### src/rtl/connect_arb_pkg.sv
// Shared types, flit field positions and sizing helpers for the injection-port arbiter.
`ifndef FLIT_BUFFER_DEPTH
`define FLIT_BUFFER_DEPTH 4
`endif
`ifndef FLIT_WIDTH
`define FLIT_WIDTH 16
`endif
`ifndef VC_BITS
`define VC_BITS 1
`endif

package connect_arb_pkg;

    // Field positions for a default-width flit: valid in the MSB, tail right below it.
    localparam int FLIT_VALID_IDX = `FLIT_WIDTH - 1;
    localparam int FLIT_TAIL_IDX  = `FLIT_WIDTH - 2;

    typedef enum logic {
        ARB_IDLE,
        ARB_LOCKED
    } arb_state_t;

    // One extra bit so the counter can hold the full buffer depth.
    function automatic int cred_w(input int depth);
        return $clog2(depth) + 1;
    endfunction

endpackage

### src/rtl/rr_arbiter.sv
// Combinational round-robin arbiter: lowest requester at or above ptr wins, wrapping.
module rr_arbiter #(
    parameter int N  = 4,
    parameter int IW = $clog2(N)
) (
    input  logic [N-1:0]  req,
    input  logic [IW-1:0] ptr,
    output logic [N-1:0]  gnt,
    output logic [IW-1:0] gnt_id,
    output logic          any
);

    logic [N-1:0]   mask_lo;
    logic [2*N-1:0] dbl;

    // Lower copy keeps only requesters at/above ptr; upper copy covers the wrap-around.
    always_comb begin
        mask_lo = '0;
        for (int i = 0; i < N; i++) begin
            mask_lo[i] = (IW'(i) >= ptr);
        end
        dbl    = {req, req & mask_lo};
        any    = 1'b0;
        gnt_id = '0;
        for (int j = 0; j < 2 * N; j++) begin
            if (!any && dbl[j]) begin
                any    = 1'b1;
                gnt_id = (j >= N) ? IW'(j - N) : IW'(j);
            end
        end
        gnt = '0;
        if (any) begin
            gnt[gnt_id] = 1'b1;
        end
    end

endmodule

### src/rtl/inport_arbiter.sv
// Packet-granular round-robin sharing of one router injection port, with credit flow control.
//
// state      | meaning
// -----------+-------------------------------------------------------------
// ARB_IDLE   | no packet in flight; rr_arbiter picks the winner from rr_ptr
// ARB_LOCKED | owner_q has sent a head flit; port held until its tail fires
`ifndef FLIT_BUFFER_DEPTH
`define FLIT_BUFFER_DEPTH 4
`endif
`ifndef FLIT_WIDTH
`define FLIT_WIDTH 16
`endif
`ifndef VC_BITS
`define VC_BITS 1
`endif

module inport_arbiter
    import connect_arb_pkg::*;
#(
    parameter int N_REQ  = 4,
    parameter int DEPTH  = `FLIT_BUFFER_DEPTH,
    parameter int FLIT_W = `FLIT_WIDTH
) (
    input  logic                     CLK,
    input  logic                     RST_N,
    input  logic [N_REQ*FLIT_W-1:0]  req_flit,
    input  logic [N_REQ-1:0]         req_valid,
    output logic [N_REQ-1:0]         req_ready,
    output logic [FLIT_W-1:0]        send_ports_putFlit_flit_in,
    output logic                     EN_send_ports_putFlit,
    input  logic [`VC_BITS:0]        send_ports_getCredits,
    output logic                     EN_send_ports_getCredits,
    output logic [$clog2(N_REQ)-1:0] grant_id,
    output logic                     locked,
    output logic                     credit_err
);

    localparam int IW = $clog2(N_REQ);
    localparam int CW = cred_w(DEPTH);
    // Tail sits directly below the valid bit whatever the flit width.
    localparam int TAIL_IDX = FLIT_W - 1 - (FLIT_VALID_IDX - FLIT_TAIL_IDX);

    arb_state_t    state_q, state_d;
    logic [IW-1:0] owner_q, owner_d;
    logic [IW-1:0] rr_ptr_q, rr_ptr_d;
    logic [IW-1:0] last_gnt_q, last_gnt_d;
    logic [CW-1:0] credits_q, credits_d;
    logic          credit_err_q, credit_err_d;

    logic [N_REQ-1:0]  arb_gnt;
    logic [IW-1:0]     arb_id;
    logic              arb_any;
    logic [N_REQ-1:0]  winner_oh;
    logic [IW-1:0]     winner_id;
    logic              winner_vld;
    logic [FLIT_W-1:0] winner_flit;
    logic              winner_tail;
    logic              cred_ok;
    logic              cr_in;
    logic              fire;
    logic              unused_bits;

    rr_arbiter #(.N(N_REQ), .IW(IW)) u_rr (
        .req    (req_valid),
        .ptr    (rr_ptr_q),
        .gnt    (arb_gnt),
        .gnt_id (arb_id),
        .any    (arb_any)
    );

    // While locked the owner is the only candidate; other requesters are ignored.
    always_comb begin
        winner_id  = arb_id;
        winner_vld = arb_any;
        winner_oh  = arb_gnt;
        if (state_q == ARB_LOCKED) begin
            winner_id            = owner_q;
            winner_vld           = req_valid[owner_q];
            winner_oh            = '0;
            winner_oh[owner_q]   = 1'b1;
        end
    end

    // Select the winner's flit slice.
    always_comb begin
        winner_flit = '0;
        for (int i = 0; i < N_REQ; i++) begin
            if (winner_id == IW'(i)) begin
                winner_flit = req_flit[i*FLIT_W +: FLIT_W];
            end
        end
    end

    assign winner_tail = winner_flit[TAIL_IDX];
    assign cred_ok     = (credits_q != '0);
    assign cr_in       = send_ports_getCredits[`VC_BITS];
    assign fire        = RST_N && winner_vld && cred_ok;
    // Requester valid bit and the VC index of returned credits carry no information here.
    assign unused_bits = &{1'b0, winner_flit[FLIT_W-1], send_ports_getCredits};

    assign req_ready                  = (RST_N && cred_ok) ? winner_oh : '0;
    assign EN_send_ports_putFlit      = fire;
    assign send_ports_putFlit_flit_in = fire ? {1'b1, winner_flit[FLIT_W-2:0]} : '0;
    assign EN_send_ports_getCredits   = 1'b1;
    assign locked                     = (state_q == ARB_LOCKED);
    assign grant_id   = ((state_q == ARB_LOCKED) || arb_any) ? winner_id : last_gnt_q;
    assign credit_err = credit_err_q;

    // Next-state: lock on a head flit, release and advance the pointer on a tail flit.
    always_comb begin
        state_d      = state_q;
        owner_d      = owner_q;
        rr_ptr_d     = rr_ptr_q;
        last_gnt_d   = grant_id;
        credits_d    = credits_q;
        credit_err_d = credit_err_q;
        if (fire) begin
            if (winner_tail) begin
                state_d  = ARB_IDLE;
                rr_ptr_d = (winner_id == IW'(N_REQ - 1)) ? '0 : winner_id + IW'(1);
            end else begin
                state_d = ARB_LOCKED;
                owner_d = winner_id;
            end
        end
        if (fire && !cr_in) begin
            credits_d = credits_q - CW'(1);
        end else if (cr_in && !fire) begin
            if (credits_q == CW'(DEPTH)) begin
                credit_err_d = 1'b1;
            end else begin
                credits_d = credits_q + CW'(1);
            end
        end
    end

    // State, pointer and credit registers with synchronous active-low reset.
    always_ff @(posedge CLK) begin
        if (!RST_N) begin
            state_q      <= ARB_IDLE;
            owner_q      <= '0;
            rr_ptr_q     <= '0;
            last_gnt_q   <= '0;
            credits_q    <= CW'(DEPTH);
            credit_err_q <= 1'b0;
        end else begin
            state_q      <= state_d;
            owner_q      <= owner_d;
            rr_ptr_q     <= rr_ptr_d;
            last_gnt_q   <= last_gnt_d;
            credits_q    <= credits_d;
            credit_err_q <= credit_err_d;
        end
    end

endmodule

### config.mk
export PLATFORM = sky130hd
export DESIGN_NAME = inport_arbiter
export DESIGN_NICKNAME = d
export VERILOG_FILES = /design/src/rtl/connect_arb_pkg.sv /design/src/rtl/rr_arbiter.sv /design/src/rtl/inport_arbiter.sv
export SDC_FILE = /design/constraint.sdc
export NUM_CORES = 1
export LEC_CHECK = 0
export BUFFER_PORTS_ARGS = -buffer_cell sky130_fd_sc_hd__buf_4
export CAP_MARGIN = 20
export CORE_ASPECT_RATIO = 1.25
export CORE_UTILIZATION = 28
export DETAILED_ROUTE_END_ITERATION = 10
export HOLD_SLACK_MARGIN = 0.12
export PLACE_DENSITY = 0.7
export SLEW_MARGIN = 25
export SYNTH_ARGS = -nofsm -noshare
export SYNTH_HDL_FRONTEND = slang
export SYNTH_SLANG_ARGS = --single-unit
### constraint.sdc
create_clock -name CLK -period 3.8 [get_ports CLK]
set_input_delay 0.38 -clock CLK [delete_from_list [all_inputs] [get_ports CLK]]
set_output_delay 0.38 -clock CLK [all_outputs]
set_load 0.005 [all_outputs]
==> results of run 1 <==
-- layer usage --
layer  share of wire (%)  vias to the layer above
met3                 7.8                        2
met2                  50                       58
met4                0.75                        0
li1                    -                      898
met5                   0                        -
met1                  41                      777
-- state kept, by name (all words and copies together) (netlist names) --
register    count
locked          1
owner_q         2
rr_ptr_q        2
credits_q       3
credit_err      1
last_gnt_q      2
-- power by group through the flow --
stage / clock, mW / combinational, mW / sequential, mW
final: 0.116 / 0.832 / 0.186
after global routing: 0.125 / 0.925 / 0.191
after CTS: 0.120 / 0.839 / 0.186
after detailed placement: 0 / 0.836 / 0.188
after global placement: 0 / 0.828 / 0.186
after floorplan: 0 / 0.558 / 0.173
-- stage by stage --
stage / setup WS [ps] / total power [mW] / util [%] / hold WS, ps / cells
floorplan: 846 / 0.731 / - / 451 / 203
global placement: 603 / 1.01 / 44.8 / 462 / 343
detailed placement: 602 / 1.02 / 44.8 / 474 / 343
CTS: 449 / 1.14 / 45.7 / 416 / 347
global route: 251 / 1.24 / 45.7 / 425 / 347
finish: 451 / 1.13 / 45.7 / 413 / 347
-- worst max path at each step --
stage                       from                        endpoint  slack (ps)
global route         rr_ptr_q[1]  send_ports_putFlit_flit_in[14]         250
global placement    req_valid[1]  send_ports_putFlit_flit_in[14]         600
floorplan           req_valid[1]  send_ports_putFlit_flit_in[10]         850
detailed placement  req_valid[1]  send_ports_putFlit_flit_in[14]         600
finish               rr_ptr_q[1]  send_ports_putFlit_flit_in[14]         450
CTS                  rr_ptr_q[1]  send_ports_putFlit_flit_in[14]         450
-- Yosys cell counts (all sizes together) (2+ instances only) --
library cell,n
mux2i,4
a211o,14
a21boi,2
o21ai,2
ha,6
and3,3
o311ai,2
a41o,2
a221oi,15
nor4,3
nand2b,2
nor2,5
dfxtp,11
clkbuf,9
o31ai,3
nor3,2
nand2,28
nand4b,2
a21oi,17
buf,7
nor2b,19
inv,26
-- cells by family (layout without fill, tap and decap cells) --
family | count (synthesis) | count (layout) | synth area share, %
mux | 5 | 5 | 4.58
compound gates | 64 | 64 | 33.9
xor+xnor | 1 | 1 | 0.605
other cells | 1 | 1 | 0.259
buf+inv | 42 | 126 | 12.2
flops | 11 | 11 | 15.2
fa+ha+maj | 7 | 7 | 6.57
simple gates | 72 | 72 | 26.7
-- final cells by class --
cell class,count,area [µm²],share of cell area [%]
Multi-Input combinational cell,150,1050,47.5
Timing Repair Buffer,96,721,32.6
Sequential cell,11,220,9.96
Inverter,26,97.6,4.41
Tap cell,60,75.1,3.40
Clock buffer,3,41.3,1.87
Clock inverter,1,5.00,0.226
-- layout by cell type (no fill, tap or decap), types with 2 or more instances in the layout --
cell type / count
buf_4: 96
nand2_1: 28
inv_1: 26
nor2b_1: 19
a21oi_1: 17
a221oi_1: 15
a211o_1: 14
dfxtp_1: 11
ha_1: 6
nor2_1: 5
mux2i_1: 4
o31ai_1: 3
and3_1: 3
clkbuf_8: 3
nand2b_1: 2
o21ai_0: 2
nor4_1: 2
a41o_1: 2
nand4b_1: 2
nor3_1: 2
-- worst max-delay path, stage by stage (launching register included) --
cell and delay (ps):
dfxtp_1 470, nand3_1 100, and3_1 220, o311ai_1 240, buf_4 210, ha_1 500
nand3b_1 150, a221oi_1 330, o211ai_1 280, inv_1 120, buf_4 110
==> results.md, run 1 <==
- The flow ran to the end, and the final reports show no timing, DRC or antenna violations.
- The startpoint identified for the worst register-to-register timing path is rr_ptr_q[1].
- The number of cells upsized or downsized after cts is 0.
- The type of element launching the critical path is a register.
- The final layout contains routed wiring with a total length of 4410 µm.
- The first global-routing pass estimated 6470 µm of wire.
- The H-tree depth is 1.
- The area share of the leading cell type in the synthesized netlist is 15.2%.
- The cell taking the most area after synthesis is dfxtp_1.
- The clock-pin transition on the worst setup and hold timing paths is 50 ps.
- During I/O placement, the number of pins put on the boundary was 98.
- Across all register-to-register paths, the minimum setup slack is 980 ps.
- The setup total negative slack is 0 ps.
- The synthesized instance count is 203.
- The clock period minus final worst setup slack is between 3000 and 4000 ps.
- Averaged over all synthesized cells, the footprint is between 7 and 8 µm².
- The fraction of layout instances using a drive strength above 1 is 36.2%.
- Across the run, the number of max-cap violations was 0.
- When the netlist entered floorplanning its net count stood at 282.
- The synthesized design contains 0 enable-type register cells.
- The total leakage power is 1.12 nW.
- The total clock buffers created by CTS is 3.
- Hold repair after CTS inserted 0 buffers.
- The cell area after synthesis is 0.00145 mm².
- The number of hold-slack violations in the final timing report came to 0.
- The fraction of met2 tracks used by global routing is 27.7%.
- The repair_antennas step left the layout with diodes totalling 0.
- The worst setup path is captured at a primary output.
- The worst-case headroom to the max-slew limit is 48.2%.
- Along the worst path, the maximum fanout reaches 14.
- The vias after detailed routing is 1,735.
- The maximum clock frequency is ~0.3 GHz.
- Once the clock tree was built, the setup fixing pass inserted 0 buffers.
- The residual overflow from global routing is 0.
- For the worst setup path, the data required time is 3420 ps.
- The initial DRC count is 65.
- The sequential share of power is 16.4%.
- The slew at the pin with the worst max-slew slack is 771 ps.
- The clock root buffer master is clkbuf_8.
- Clock skew on the completed layout was measured at 1.29 ps.
- The path with the worst hold slack has its endpoint at credits_q[2].
- The async set or reset register ratio after synthesis is 0%.
- The number of input and output port buffers inserted is slightly above 90.
- The detail route stage leaves a number of antenna-violating nets equal to 0.
- After routing the design area is 0.00221 mm².
- The remaining design rule violation count is 0.
- At the later pin of the worst-skew pair, clock insertion delay measures approximately 230 ps.
- The die is 66.3 µm wide.
- Once the floorplan was initialized, standard cells occupied 29.9% of the core.
- The number of sinks on the clock net is 11.
- The height of the chip is 82.4 µm.
- The floorplan step defined a die boundary enclosing 0.00546 mm².
- The worst ir drop on vdd is ~0.28 mV.
- The power density of the placed cells is 513 mW/mm².
- The number of global-route vias before repair is 1,508.
- By area the synthesized netlist is led by dfxtp_1, a221oi_1, a211o_1.
- In the routed layout, each cell is associated on average with a via count of around 5.0.
- Setup repair after global routing left no endpoint under its margin.
- The part of the total power dissipated in the clock network is between 10% and 20%.
- met2 is the most crowded layer.
- The number of register bits inferred by synthesis is 11.
- Counting the fill cells in the layout gives approximately 520.
- The core outline area is 0.00483 mm².
- The net switching power of the design is 0.483 mW.
- The path class of the tightest hold or removal check is primary input to register.
- Of the total power, combinational logic draws 73.3%.
- The cell area after placement is 0.00216 mm².
- At the end of routability-driven placement, the weighted congestion stood at 0.913.
- The startpoint identified for the worst hold timing path is RST_N.
- The met3 usage in global routing is 2.06%.
- In the finished design, the share of the clock period the worst path needs comes to 88.1%.
- Global routing used 17.1% of the available met1 tracks.
- Entering global routing, the biggest net connects 29 pins.
- The switching fraction of total power is between 40% and 50%.
- Among all flip-flop cells after synthesis, the most frequent one is dfxtp_1.
- The capturing point of the worst reg2reg path is rr_ptr_q[0].
- The count of nets after finishing is around 370.
- The average routed wire per standard cell is about 13 µm.
- The placed wire-length estimate after detailed placement is 3460 µm.
- The start-to-end type of the worst setup path is register to primary output.
- Compared with the post-synthesis result, the final layout area differs by 52.7%.
- The global-route usage over all layers is between 10% and 20%.
- The number of antenna violations at the first check in global routing came to 0.
- For this run, the detailed router's first-pass iteration total came to 4.
- The worst hold path was traced through 2 stages.
- The final setup violation count is 0.
- The worst register-to-register path has a depth of 9.
- The total number of yosys warnings is 0.
- The arrival time reported for the critical path endpoint is 2970 ps.
- TritonCTS built the clock tree.
- The standard-cell row count is 28.
- The number of different library cells used by synthesis comes to 47.
- The internal cell power is 0.651 mW.
- The number of buffers on the longest clock path is 2.
- The final number of max-transition violations is 0.
- The part of the Yosys area used for sequential elements is 15.2%.
(Power assumes the default switching activity.)
==> inputs of run 2 (changes only) <==
--- a/config.mk
+++ b/config.mk
@@ -9,6 +9,7 @@
 export CAP_MARGIN = 20
 export CORE_ASPECT_RATIO = 1.25
 export CORE_UTILIZATION = 28
+export CTS_BUF_LIST = sky130_fd_sc_hd__clkbuf_16
 export DETAILED_ROUTE_END_ITERATION = 10
 export HOLD_SLACK_MARGIN = 0.12
 export PLACE_DENSITY = 0.7
==> run 2 against run 1 <==
Net effect: setup slack better by 8.8 ps; die area stayed put; hold slack worse by 5.7 ps; via count is 0.69% higher; power is 7.0% higher.
==> results.md, run 2 (same netlist as run 1, synthesis figures left out) <==
- The count of TritonRoute iterations in the first routing pass was 4 (unchanged).
- The final number of max-transition violations was 0 (unchanged).
- The placer congestion estimate is 0.913 (unchanged).
- The initial DRC count was 57 (was 65).
- The total die area came to 0.00546 mm² (unchanged).
- The fraction of layout instances using a drive strength above 1 is 36.2% (unchanged).
- The most repeated library cell on the critical path is buf_4 (unchanged).
- The average routed wire per standard cell is 12.8 µm (was 12.7 µm).
- The H-tree depth is 1 (unchanged).
- The setup total negative slack is 0 ps (unchanged).
- The critical path's largest stage delay is 500 ps (about the same).
- The number of flip-flops in the largest register is 3 (unchanged).
- The total clock buffers created by CTS is 3 (unchanged).
- The cell depth of the worst min-delay path is 2 (unchanged).
- The top cell family by delay on the critical path is compound AO/OA/AOI/OAI gates (unchanged).
- The launch point of the worst hold path is RST_N (unchanged).
- The arrival time reported for the critical path endpoint came to 2960 ps (was 2970 ps).
- The worst clock skew is 2.30 ps (was 1.29 ps).
- The detailed-routed wire length on met3 is 344 µm (was 345 µm).
- The post-route clock period utilization came to 87.9% (was 88.1%).
- The number of hold-slack violations in the final timing report was 0 (unchanged).
- The total leakage power is 1.13 nW (was 1.12 nW).
- The die extent in x is 66.3 µm (unchanged).
- The clock period minus final worst setup slack is 3340 ps (was 3350 ps).
- The placed wire-length estimate after detailed placement is 3460 µm (unchanged).
- The slew at the pin with the worst max-slew slack is 766 ps (was 771 ps).
- The capturing element type of the critical path was a primary output (unchanged).
- The number of buffers added to fix hold violations after cts was 0 (unchanged).
- The worst ir drop on vdd is 0.309 mV (was 0.275 mV).
- The worst-case headroom to the max-slew limit is 48.5% (was 48.2%).
- The total wire length after detailed routing was 4440 µm (was 4410 µm).
- The start-to-end type of the worst setup path was register to primary output (unchanged).
- The residual overflow from global routing was 0 (unchanged).
- The required time at the endpoint of the critical path was 3420 ps (about the same).
- RSZ-0062 raised after global routing: no (unchanged).
- The register-to-register setup slack came to 990 ps (was 980 ps).
- The global-route usage over all layers is 14.9% (was 14.7%).
- The largest net degree at the start of global routing is 29 (unchanged).
- The number of global-route vias before repair is 1,511 (was 1,508).
- The count of nets after finishing was 367 (unchanged).
- The global-route wire length before repair came to 6490 µm (was 6470 µm).
- The number of max-capacitance violations reported is 0 (unchanged).
- The power density of the placed cells came to 541 mW/mm² (was 513 mW/mm²).
- The number of routed nets with antenna violations was 0 (unchanged).
- The number of input and output port buffers inserted is 91 (unchanged).
- Status: completed (unchanged).
- The count of buffers added by post-CTS timing repair for setup is 0 (unchanged).
- Most frequent cells in the layout: buf_4, nand2_1, inv_1, nor2b_1, a21oi_1 (unchanged).
- The source of the worst register-to-register timing path is rr_ptr_q[1] (unchanged).
- The clock latency on the worst-skew pair is 240 ps (was 230 ps).
- CP cell instances: nand3_1, and3_1, o311ai_1, buf_4, ha_1, nand3b_1, a221oi_1, o211ai_1, inv_1, buf_4 (unchanged).
- The critical path buffer and inverter count is 3 (unchanged).
- The core outline area is 0.00483 mm² (unchanged).
- The area growth from synthesis to layout is 55.1% (was 52.7%).
- The I/O pin count is 98 (unchanged).
- The height of the chip is 82.4 µm (unchanged).
- The standard-cell row count is 28 (unchanged).
- The highest routed metal layer is met4 (unchanged).
- The vias after detailed routing is 1,747 (was 1,735).
- The number of antenna violations at the first check in global routing was 0 (unchanged).
- The number of antenna repair diodes came to 0 (unchanged).
- The logic depth of the worst register-to-register path is 9 (unchanged).
- The clock root buffer master is clkbuf_16 (was clkbuf_8).
- The cell at the slowest stage of the critical path is ha_1 (unchanged).
- The number of sinks on the clock net came to 11 (unchanged).
- The final core utilization is 46.4% (was 45.7%).
- The via density per instance is 5.03 (was 5.00).
- The clock-pin transition on the worst setup and hold timing paths came to 40 ps (was 50 ps).
- The final setup violation count is 0 (unchanged).
- The routed metal-1 wire length came to 1840 µm (was 1820 µm).
- The capturing point of the worst reg2reg path is rr_ptr_q[0] (unchanged).
- The effective utilization at floorplan came to 29.9% (unchanged).
- The most flop-heavy register is credits_q (unchanged).
- The worst hold path endpoint was credits_q[2] (unchanged).
- The type of the most critical hold path is primary input to register (unchanged).
- The met2 wirelength from detailed routing is 2190 µm (was 2210 µm).
- The CTS tree was done (unchanged).
- The most frequent standard cell in the layout excluding fill and tap cells is buf_4 (unchanged).
- The type of element launching the critical path is a register (unchanged).
- The maximum clock frequency was 0.299 GHz (about the same).
- The remaining design rule violation count is 0 (unchanged).
- The number of buffers on the longest clock path is 2 (unchanged).
- The peak fanout along the critical path is 14 (unchanged).
- The number of cells upsized or downsized after cts was 0 (unchanged).
-- run 2: cell counts in the layout (fill, tap and decap cells not counted) --
Identical to the previous run, type by type.
-- run 2: power by group --
group | total, mW | leakage, nW | internal (mW) | switching (mW)
Combinational | 0.833 | 1.00 | 0.433 | 0.401
Clock | 0.194 | 0.0409 | 0.139 | 0.0547
Sequential | 0.186 | 0.0904 | 0.147 | 0.0390
Total | 1.21 | 1.13 | 0.719 | 0.494
-- run 2: worst max path at each step --
stage | start | end | slack, ps | depth (start not counted)
6_report | rr_ptr_q[1] | send_ports_putFlit_flit_in[14] | 460 | 10
5_1_grt | rr_ptr_q[1] | send_ports_putFlit_flit_in[14] | 260 | 10
4_1_cts | rr_ptr_q[1] | send_ports_putFlit_flit_in[14] | 450 | 10
3_5_place_dp | req_valid[1] | send_ports_putFlit_flit_in[14] | 600 | 10
3_3_place_gp | req_valid[1] | send_ports_putFlit_flit_in[14] | 600 | 10
2_1_floorplan | req_valid[1] | send_ports_putFlit_flit_in[10] | 850 | 11
-- run 2: final cells by class --
class	instances	area, µm²
clock buffers	3	75.1
clock inverters	1	5.00
fillers	518	2590
inverters	26	97.6
multi-input cells	150	1050
flip-flops and latches	11	220
well taps	60	75.1
repair buffers	96	721
-- run 2: through the flow --
stage	instances	total power [mW]	cell area [µm²]	hold slack (ps)	setup slack, ps
final	347	1.21	2240	408	460
after global placement	343	1.01	2160	462	603
after global routing	347	1.32	2240	425	258
after CTS	347	1.22	2240	413	451
after detailed placement	343	1.02	2160	474	602
after floorplan	203	0.731	1450	451	846
-- run 2: metal layers --
layer / track usage [%] / vias to the layer above
met5: 0 / -
met1: 17.0 / 781
met2: 27.8 / 63
met4: 5.53 / 0
li1: - / 898
met3: 2.20 / 5
-- run 2: worst register-to-register path, cell delays in order (launching register included) --
cell and delay, ps:
dfxtp_1 470, nand3_1 100, and3_1 220, o311ai_1 240
buf_4 210, ha_1 500, nand3b_1 150, a221oi_1 330
o211ai_1 270, mux2i_1 190
==> inputs of run 3 (changes only) <==
--- a/config.mk
+++ b/config.mk
@@ -12,7 +12,6 @@
 export CTS_BUF_LIST = sky130_fd_sc_hd__clkbuf_16
 export DETAILED_ROUTE_END_ITERATION = 10
 export HOLD_SLACK_MARGIN = 0.12
-export PLACE_DENSITY = 0.7
 export SLEW_MARGIN = 25
 export SYNTH_ARGS = -nofsm -noshare
 export SYNTH_HDL_FRONTEND = slang
==> run 3 against run 2 <==
Net effect: global-route usage is 0.71 points higher; combinational power up 0.7%; maximum frequency grew 0.51%; clock skew shrank 1.6 ps; first-iteration DRC count grew 35%; design area did not move; largest cell class unchanged; critical path depth is the same; register-to-register slack gained 30 ps; sequential cell count unchanged; sequential share of layout area did not move; wire length is 4.0% higher; via count is 0.74% lower.
==> results.md, run 3 (same netlist as run 1, synthesis figures left out) <==
- Status: completed (unchanged).
- The start-to-end type of the worst setup path is register to primary output (unchanged).
- The number of buffers on the longest clock path is 2 (unchanged).
- The total wire length after detailed routing came to 4620 µm (was 4440 µm).
- The number of hold-slack violations in the final timing report is 0 (unchanged).
- The worst-case headroom to the max-slew limit is 51.0% (was 48.5%).
- CP cell instances: nand3_1, and3_1, o311ai_1, buf_4, ha_1, nand3b_1, a221oi_1, o211ai_1, inv_1, buf_4 (unchanged).
- The arrival time reported for the critical path endpoint is 2940 ps (was 2960 ps).
- The tightest hold margin is 412 ps (was 408 ps).
- The required time at the endpoint of the critical path is 3420 ps (about the same).
- The global-route wire length before repair was 6840 µm (was 6490 µm).
- The average routed wire per standard cell is 13.3 µm (was 12.8 µm).
- The fraction of layout instances using a drive strength above 1 is 36.2% (unchanged).
- The capturing element type of the critical path is a primary output (unchanged).
- The via density per instance came to 5.00 (was 5.03).
- The slew at the pin with the worst max-slew slack is 729 ps (was 766 ps).
- The core outline area is 0.00483 mm² (unchanged).
- The clock latency on the worst-skew pair is 240 ps (about the same).
- The I/O pin count was 98 (unchanged).
- The number of global-route vias before repair is 1,463 (was 1,511).
- The count of buffers added by post-CTS timing repair for setup is 0 (unchanged).
- The clock root buffer master is clkbuf_16 (unchanged).
- The total power after layout came to 1.22 mW (was 1.21 mW).
- The filler cell count is 497 (was 518).
- The part of the total power dissipated in the clock network came to 15.8% (was 16.0%).
- The placer congestion estimate is 0.880 (was 0.913).
- The clock period minus final worst setup slack was 3320 ps (was 3340 ps).
- The worst ir drop on vdd is 0.294 mV (was 0.309 mV).
- The CTS tree was done (unchanged).
- The total clock buffers created by CTS is 3 (unchanged).
- The total leakage power came to 1.13 nW (unchanged).
- The number of routed nets with antenna violations is 0 (unchanged).
- The sequential share of power came to 15.3% (was 15.4%).
- Most frequent cells in the layout: buf_4, nand2_1, inv_1, nor2b_1, a21oi_1 (unchanged).
- The cell at the slowest stage of the critical path was dfxtp_1 (was ha_1).
- The clock-pin transition on the worst setup and hold timing paths is 40 ps (about the same).
- RSZ-0062 raised after global routing: no (unchanged).
- The post-route clock period utilization is 87.5% (was 87.9%).
- The internal cell power is 0.720 mW (was 0.719 mW).
- The remaining design rule violation count came to 0 (unchanged).
- The most frequent standard cell in the layout excluding fill and tap cells is buf_4 (unchanged).
- The total die area was 0.00546 mm² (unchanged).
- The area growth from synthesis to layout is 55.1% (unchanged).
- The number of flip-flops in the largest register was 3 (unchanged).
- The number of max-capacitance violations reported was 0 (unchanged).
- The setup total negative slack was 0 ps (unchanged).
- The type of element launching the critical path is a register (unchanged).
- The vias after detailed routing is 1,734 (was 1,747).
- The most repeated library cell on the critical path is buf_4 (unchanged).
- The placed wire-length estimate after detailed placement came to 3620 µm (was 3460 µm).
- The count of nets after finishing is 367 (unchanged).
- The least setup slack across all paths after layout is 477 ps (was 460 ps).
- The number of cells upsized or downsized after cts is 0 (unchanged).
- The maximum clock frequency is 0.301 GHz (was 0.299 GHz).
- The global-route usage over all layers is 15.6% (was 14.9%).
- The height of the chip is 82.4 µm (unchanged).
- The residual overflow from global routing is 0 (unchanged).
- The peak fanout along the critical path came to 14 (unchanged).
- The number of antenna violations at the first check in global routing is 0 (unchanged).
- The switching fraction of total power is 40.8% (was 40.7%).
- The number of buffers added to fix hold violations after cts is 0 (unchanged).
- The number of antenna repair diodes came to 0 (unchanged).
- The count of TritonRoute iterations in the first routing pass came to 4 (unchanged).
- The final number of max-transition violations was 0 (unchanged).
- The area of all placed cells without fillers came to 0.00224 mm² (unchanged).
- The largest net degree at the start of global routing is 29 (unchanged).
- The type of the most critical hold path is primary input to register (unchanged).
- The final setup violation count came to 0 (unchanged).
- The number of sinks on the clock net came to 11 (unchanged).
- The effective utilization at floorplan was 29.9% (unchanged).
- The portion of total power attributed to combinational logic is 68.9% (was 68.6%).
- The die extent in x is 66.3 µm (unchanged).
- The standard-cell row count is 28 (unchanged).
- The cell area after placement is 0.00216 mm² (unchanged).
- The number of input and output port buffers inserted is 91 (unchanged).
- The net switching power of the design is 0.497 mW (was 0.494 mW).
- The worst setup timing slack at the placement stage came to 569 ps (was 602 ps).
- The worst clock skew is 0.715 ps (was 2.30 ps).
- The power density of the placed cells is 542 mW/mm² (was 541 mW/mm²).
- The critical path's largest stage delay is 470 ps (was 500 ps).
- The most flop-heavy register is credits_q (unchanged).
- The initial DRC count is 77 (was 57).
- The H-tree depth is 1 (unchanged).
[run 3: cell counts in the layout (fill, tap and decap cells not counted)]
Identical to the previous run, type by type.
[run 3: per-stage QoR]
step | instances | utilization (%)
final | 347 | 46.4
after global routing | 347 | 46.4
after CTS | 347 | 46.4
after detailed placement | 343 | 44.8
after global placement | 343 | 44.8
after floorplan | 203 | -
[run 3: per-layer routing]
metal  vias up  global-route usage (%)  wire (µm)
met4         0                    3.19         19
met1       772                    19.5       1950
met2        60                    28.1       2290
li1        900                       -          -
met5         -                       0          0
met3         2                    2.47        365
[run 3: layout make-up]
class / instances / area (µm²) / area share (%)
Multi-Input combinational cell: 150 / 1050 / 46.8
Timing Repair Buffer: 96 / 721 / 32.1
Sequential cell: 11 / 220 / 9.81
Inverter: 26 / 97.6 / 4.35
Clock buffer: 3 / 75.1 / 3.34
Tap cell: 60 / 75.1 / 3.34
Clock inverter: 1 / 5.00 / 0.223
[run 3: final timing paths]
path	start	end	slack, ps	cells past startpoint
setup / recovery	rr_ptr_q[1]	send_ports_putFlit_flit_in[14]	480	10
hold / removal	RST_N	credits_q[2]	410	2
setup reg to reg	rr_ptr_q[1]	locked	1020	9
hold reg to reg	last_gnt_q[0]	last_gnt_q[0]	470	2
[run 3: power by group through the flow]
stage                     Clock, mW  Combinational (mW)  Sequential (mW)
after global placement            0               0.840            0.187
after detailed placement          0               0.841            0.188
after floorplan                   0               0.558            0.173
after global routing          0.204               0.928            0.190
final                         0.192               0.839            0.186
after CTS                     0.195               0.845            0.185
[run 3: worst max-delay path, delay by kind of cell (launching register included)]
kind            cells  cell delay (ps)
flops               1              470
compound gates      3              870
buf+inv             3              440
simple gates        3              450
fa+ha+maj           1              460
